`src/rtl/mul_seq_nbit.sv`:
```
// mul_seq_nbit: sequential shift-add unsigned multiplier, one multiplier bit per clock
// Ports: clk, rst (sync, active-high), start, in1/in2 (WIDTH-bit operands),
//        busy (high in CALC), done (one-cycle pulse), mul (2*WIDTH-bit registered product).
// Define MUL_EARLY_TERM_EN to finish CALC as soon as no set multiplier bits remain.
module mul_seq_nbit #(
    parameter int WIDTH = 8
) (
    input  logic               clk,
    input  logic               rst,
    input  logic               start,
    input  logic [WIDTH-1:0]   in1,
    input  logic [WIDTH-1:0]   in2,
    output logic               busy,
    output logic               done,
    output logic [2*WIDTH-1:0] mul
);
    localparam int CW = $clog2(WIDTH + 1);
    typedef enum logic [1:0] {IDLE, CALC, DONE} state_t;
    state_t             state;
    logic [2*WIDTH-1:0] acc;
    logic [2*WIDTH-1:0] a;
    logic [WIDTH-1:0]   b;
    logic [CW-1:0]      cnt;
    logic               last;
`ifdef MUL_EARLY_TERM_EN
    // b still holds the bit being processed, so look at what remains above it
    assign last = ((b >> 1) == '0) || (cnt == CW'(WIDTH - 1));
`else
    assign last = cnt == CW'(WIDTH - 1);
`endif
    always_ff @(posedge clk) begin
        if (rst) begin
            state <= IDLE;
            busy  <= 1'b0;
            done  <= 1'b0;
            mul   <= '0;
            acc   <= '0;
            a     <= '0;
            b     <= '0;
            cnt   <= '0;
        end else begin
            done <= 1'b0;
            case (state)
                IDLE: if (start) begin
                    a     <= {{WIDTH{1'b0}}, in1};
                    b     <= in2;
                    acc   <= '0;
                    cnt   <= '0;
                    busy  <= 1'b1;
                    state <= CALC;
                end
                CALC: begin
                    acc <= b[0] ? acc + a : acc;
                    a   <= a << 1;
                    b   <= b >> 1;
                    cnt <= cnt + 1'b1;
                    if (last) begin
                        busy  <= 1'b0;
                        state <= DONE;
                    end
                end
                DONE: begin
                    mul   <= acc;
                    done  <= 1'b1;
                    state <= IDLE;
                end
                default: state <= IDLE;
            endcase
        end
    end
endmodule

```
`config.mk`:
```
export PLATFORM = sky130hd
export DESIGN_NAME = mul_seq_nbit
export DESIGN_NICKNAME = d
export VERILOG_FILES = /design/src/rtl/mul_seq_nbit.sv
export SDC_FILE = /design/constraint.sdc
export NUM_CORES = 1
export LEC_CHECK = 0
export BUFFER_PORTS_ARGS = -buffer_cell sky130_fd_sc_hd__buf_2
export CAP_MARGIN = 25
export CORE_UTILIZATION = 58
export DETAILED_ROUTE_END_ITERATION = 10
export PLACE_DENSITY = 0.79
export SYNTH_ARGS = -nofsm -noshare
export SYNTH_HDL_FRONTEND = slang
export SYNTH_SLANG_ARGS = --single-unit
```
`constraint.sdc`:
```
create_clock -name clk -period 2.25 [get_ports clk]
set_input_delay 0.45 -clock clk [delete_from_list [all_inputs] [get_ports clk]]
set_output_delay 0.45 -clock clk [all_outputs]
set_load 0.05 [all_outputs]
```
* Word-level counts from Yosys, hierarchy flattened
Index checks and enable logic that the tools add are counted.
** Word-level totals
- Bits in registers :: 64
- Bits of input ports :: 19
- Output and inout port bits :: 18
- Word-level logic and storage cells :: 38
** Operators by class
- $add $sub $neg :: 2
- Equal/unequal tests :: 6
- Mux-type cells :: 16
- Reduce and logical (&&, ||, !) cells :: 6
** Operators with widths (count)
- $pmux 16 s2 :: 2
- $mux 16 :: 3
- $add 16x16->16 :: 1
- $pmux 8 s2 :: 1
- $mux 8 :: 1
- $pmux 4 s2 :: 1
- $ne 2x2->1 const B :: 3
- $reduce_and 3->1 :: 2
- $add 4x1->4 const B :: 1
- $eq 4x3->1 const B :: 1
- $mux 2 :: 2
- $mux 4 :: 1
- $pmux 2 s2 :: 1
- $reduce_and 2->1 :: 2
- $mux 1 :: 3
- $eq 2x1->1 const B :: 1
- $eq 2x2->1 const B :: 1
- $logic_not 2->1 :: 1
- $pmux 1 s2 :: 1
- $reduce_bool 2->1 :: 1

* Longest topological paths before layout
- Depth after elaboration :: 3
- Depth in mapped cells :: 8
- Mapped depth without buffers :: 8

* Least setup slack after synthesis
No wires, ideal clock.
- Path kind :: reg2reg
- From :: register a[0]
- To :: register acc[14]
- Arrival time :: 1.932 ns
- Slack :: 0.201 ns
- Cell stages (with the launch flop) :: 9
- Path buffers :: 0
- Period minus slack after synthesis :: 2.049 ns
- Path through :: dfxtp_1 -> ha_1 -> inv_1 -> fa_1 -> nor2b_1 -> o2111ai_1 -> a211oi_1 -> o21ai_0 -> a32o_1
** Between the ends
- Cells in the longest elaborated chain, start to end :: 3
** Ends and longest elaborated chain
- start, declared :: RTL line 21 : logic [2*WIDTH-1:0] a;
- start signal, assigned :: RTL line 45 : a <= {{WIDTH{1'b0}}, in1};
- start signal, assigned :: RTL line 54 : a <= a << 1;
- $add 16x16->16 :: RTL line 53 : acc <= b[0] ? acc + a : acc;
- $mux 16 :: RTL line 53
- $pmux 16 s2 :: RTL line 43 : case (state)
- end signal, assigned :: RTL line 53
- end, declared :: RTL line 20 : logic [2*WIDTH-1:0] acc;
No other way between the ends. The select of a mux whose other input is x is not followed.
A chain may end at the register's enable or synchronous reset.

* Worst setup path after layout
- From :: register a[11]
- To :: register acc[14]
Same word-level chain as after synthesis.

==> flow_summary.yaml <==
status:
  outcome: "finished clean"
power_and_ir_drop:
  sw_frac_of_total_pct: 24.6
  leakage_nw: 1.52
  ir_drop_mv: 0.439
  fin_total_pwr_w: 0.00229
  p_comb_share_pct: 9.5
  p_int_w: 0.00173
  p_clk_share_pct: 38.4
  power.density_nw_per_um2: 630
  seqPwrFrac_pct: 52.1
  p_switching_w: 0.000562
worst_setup_path:
  path_class: "reg2reg"
  arrival_ns: 2.37
  crit_slowest_cell: "ha_1"
  start_kind: "flop"
  cp_cell_sequence: "ha_1 > and2_1 > and3_1 > a221o_1 > or3_1 > a32o_1"
  path_buf_inv: 0
  critical_path.top_delay_family: "simple AND/OR/NAND/NOR gates"
  cp_slowest_stage_delay_ns: 0.38
  startpoint: "a[11]$_SDFFE_PP0P_"
  reg2reg_slack_ns: 0.11
  r2r_cells: 6
  crit_end: "acc[14]$_SDFFE_PP0P_"
  cp_num_cells: 6
  r2r-start: "a[11]$_SDFFE_PP0P_"
  reg2reg_to: "acc[14]$_SDFFE_PP0P_"
  crit_fanout: 7
  required_ns: 2.47
  cp-end-kind: "flop"
yosys:
  synth-seq-cells: 64
  synthCells: 401
  synth_area_per_cell_um2: 7.94
  syn_nets: 437
  synthArstFlopShare_pct: 0
  synth_flop_cell: "dfxtp_1"
  synth_area_um2: 3190
  yosysWarningCount: 0
  synthTopCellsByArea: "dfxtp_1 (40%), nand2_1 (8.8%), ha_1 (6.3%)"
  synth-edff-count: 0
  synth_top_area_cell: "dfxtp_1"
  yosysSeqAreaShare_pct: 40.2
  synth_top_area_share_pct: 40.2
  yosysUniqueCellTypes: 48
global_routing:
  grt_pass1_vias: 2792
  grt_max_degree: 28
  antenna_found_initial: 0
  grt_overflow_total: 0
  gr-usage-all-layers_pct: 28.3
  grt_pass1_wl_um: 13000
sta:
  relSlewSlack_pct: 58.0
  rsz0062_at_grt: "yes"
  worst_slack_ns: 0.107
  finalMaxSlewViolations: 0
  skew_ns: 0.00764
  finalSetupViolCount: 0
  period_needed_ns: 2.14
  max_freq_mhz: 467
  period_share_pct: 95.2
  fin_tns_setup_ns: 0
  tightestPinTransition_ns: 0.628
  hold_viol: 0
place:
  post-place-ws_ns: 0.115
  numPortBuffers: 36
  place_hpwl_um: 5470
  dp.cells: 496
  gp_congestion: 0.916
drt:
  drc: 0
  totalWireLength_um: 7610
  drt_iter0_drc: 163
  drtPass1Iterations: 4
  routedWlPerCell_um: 15.0
  num_vias: 2948
  antenna_left: 0
  via_per_inst: 5.80
cts:
  h-tree-depth: 3
  numCtsBuffers: 9
  cts_tree: "built"
  hold_buffers: 0
  cts-root-buf: "clkbuf_8"
  ctsLongestPathBuffers: 2
  path_clk_slew_ns: 0.06
  clkSinkCount: 64
  clock_latency_ns: 0.34
floorplanning:
  start_util_pct: 61.2
  core_area_um2: 5200
  die_area_um2: 5790
  die_h_um: 76.1
  die_w_um: 76.1
  design.portCount: 37
  row_count: 26
final_layout:
  drive_gt1_share_pct: 15.3
  fill_cells: 436
  num_antenna_cells: 0
  area_delta_synth_final_pct: 14.2
  multiInputGateArea_um2: 1790
  seq_area_um2: 1280
  stdcell_count: 508
  nNetsFinal: 473
min_path:
  hp-class: "in2reg"
  min-delay-start: "in2[3]"
job:
  cap_violations: 0
[per-stage QoR]
| stage | utilization (%) | instance area, um^2 | hold slack (ns) |
|---|---|---|---|
| 4_1_cts | 69.6 | 3620 | 0.367 |
| 6_report | 69.9 | 3640 | 0.369 |
| 3_3_place_gp | 66.5 | 3460 | 0.439 |
| 3_5_place_dp | 66.5 | 3460 | 0.447 |
| 5_1_grt | 69.9 | 3640 | 0.384 |
| 2_1_floorplan | - | 3190 | 0.444 |
[layout by cell type, fill, tap and decap left out, drive strengths merged, types with 4 or more instances in the layout]
master / instances
clkbuf: 10
ha: 16
or3: 4
o211ai: 4
nor3: 5
a21o: 7
buf: 52
o21ai: 15
a21oi: 40
and2: 4
a311oi: 13
nand3: 8
nor2b: 6
nor2: 50
a22oi: 13
nand2: 75
dfxtp: 64
inv: 5
[worst min-delay path, cell delays in order]
cell	delay, ns
buf_2	0.09
nand2_1	0.04
a311oi_1	0.07
[cell families (layout without fill, tap and decap cells)]
group / Yosys count / count (layout) / synth area share, %
buffers and inverters: 32 / 69 / 4.12
AOI/OAI and AO/OA: 118 / 118 / 25.1
and+or+nand+nor: 165 / 165 / 22.3
xor gates and xnor gates: 4 / 4 / 1.10
adders and majority gates: 17 / 17 / 6.91
muxes: 1 / 1 / 0.314
DFF: 64 / 64 / 40.2
[per-layer routing]
layer  global-route usage [%]  wire length [um]  share of wire, %
met5                        0                 0                 0
met3                     4.91               389               5.1
met2                     46.1              3470                46
met4                     10.6               112               1.5
met1                     37.5              3640                48
[synth_stat cells (3+ instances only)]
| cell type | number |
|---|---|
| nand4_1 | 3 |
| or3_1 | 4 |
| a21o_1 | 7 |
| o211ai_1 | 4 |
| a21oi_1 | 39 |
| a41oi_1 | 3 |
| and2_1 | 4 |
| nor3_1 | 5 |
| dfxtp_1 | 64 |
| o21ai_1 | 6 |
| nor2_1 | 50 |
| nand2_1 | 75 |
| a311oi_1 | 13 |
| buf_2 | 3 |
| a22oi_1 | 13 |
| nand3_1 | 8 |
| a211oi_1 | 3 |
| o21a_1 | 3 |
| ha_1 | 16 |
| a32o_1 | 3 |
| clkbuf_1 | 21 |
| nor2b_1 | 6 |
| inv_1 | 5 |
| o21ai_0 | 9 |
[flip-flops by register name (all words and copies together), names as in the netlist]
| signal | flops |
|---|---|
| a | 16 |
| acc | 16 |
| b | 8 |
| busy | 1 |
| cnt | 4 |
| done | 1 |
| mul | 16 |
| state | 2 |
[layout make-up]
type	instances	share of cell area, %
Clock buffer	10	3.51
Clock inverter	2	0.963
Inverter	5	0.516
Multi-Input combinational cell	305	49.1
Sequential cell	64	35.2
Tap cell	70	2.41
Timing Repair Buffer	52	8.26
[timing repair]
| item | CTS | global route |
|---|---|---|
| setup buffers | 0 | 0 |
| setup endpoints to repair | 0 | 5 |
| resized for setup | 0 | 3 |
[power groups by stage]
stage	clock (W)	combinational (W)	sequential, W
finish	0.000880	0.000217	0.00119
global route	0.000935	0.000246	0.00120
CTS	0.000893	0.000214	0.00119
detailed placement	0	0.000213	0.00122
global placement	0	0.000210	0.00122
floorplan	0	0.000153	0.00121
[how the worst min path moves through the flow]
stage,to,slack [ns],cells past startpoint
3_5_place_dp,mul[2]$_SDFFE_PP0P_,0.45,2
6_report,b[3]$_SDFFE_PP0P_,0.37,3
5_1_grt,b[5]$_SDFFE_PP0P_,0.38,3
2_1_floorplan,mul[6]$_SDFFE_PP0P_,0.44,2
4_1_cts,b[3]$_SDFFE_PP0P_,0.37,3
3_3_place_gp,mul[4]$_SDFFE_PP0P_,0.44,2
Note: power is estimated with default switching activity, not from simulation.
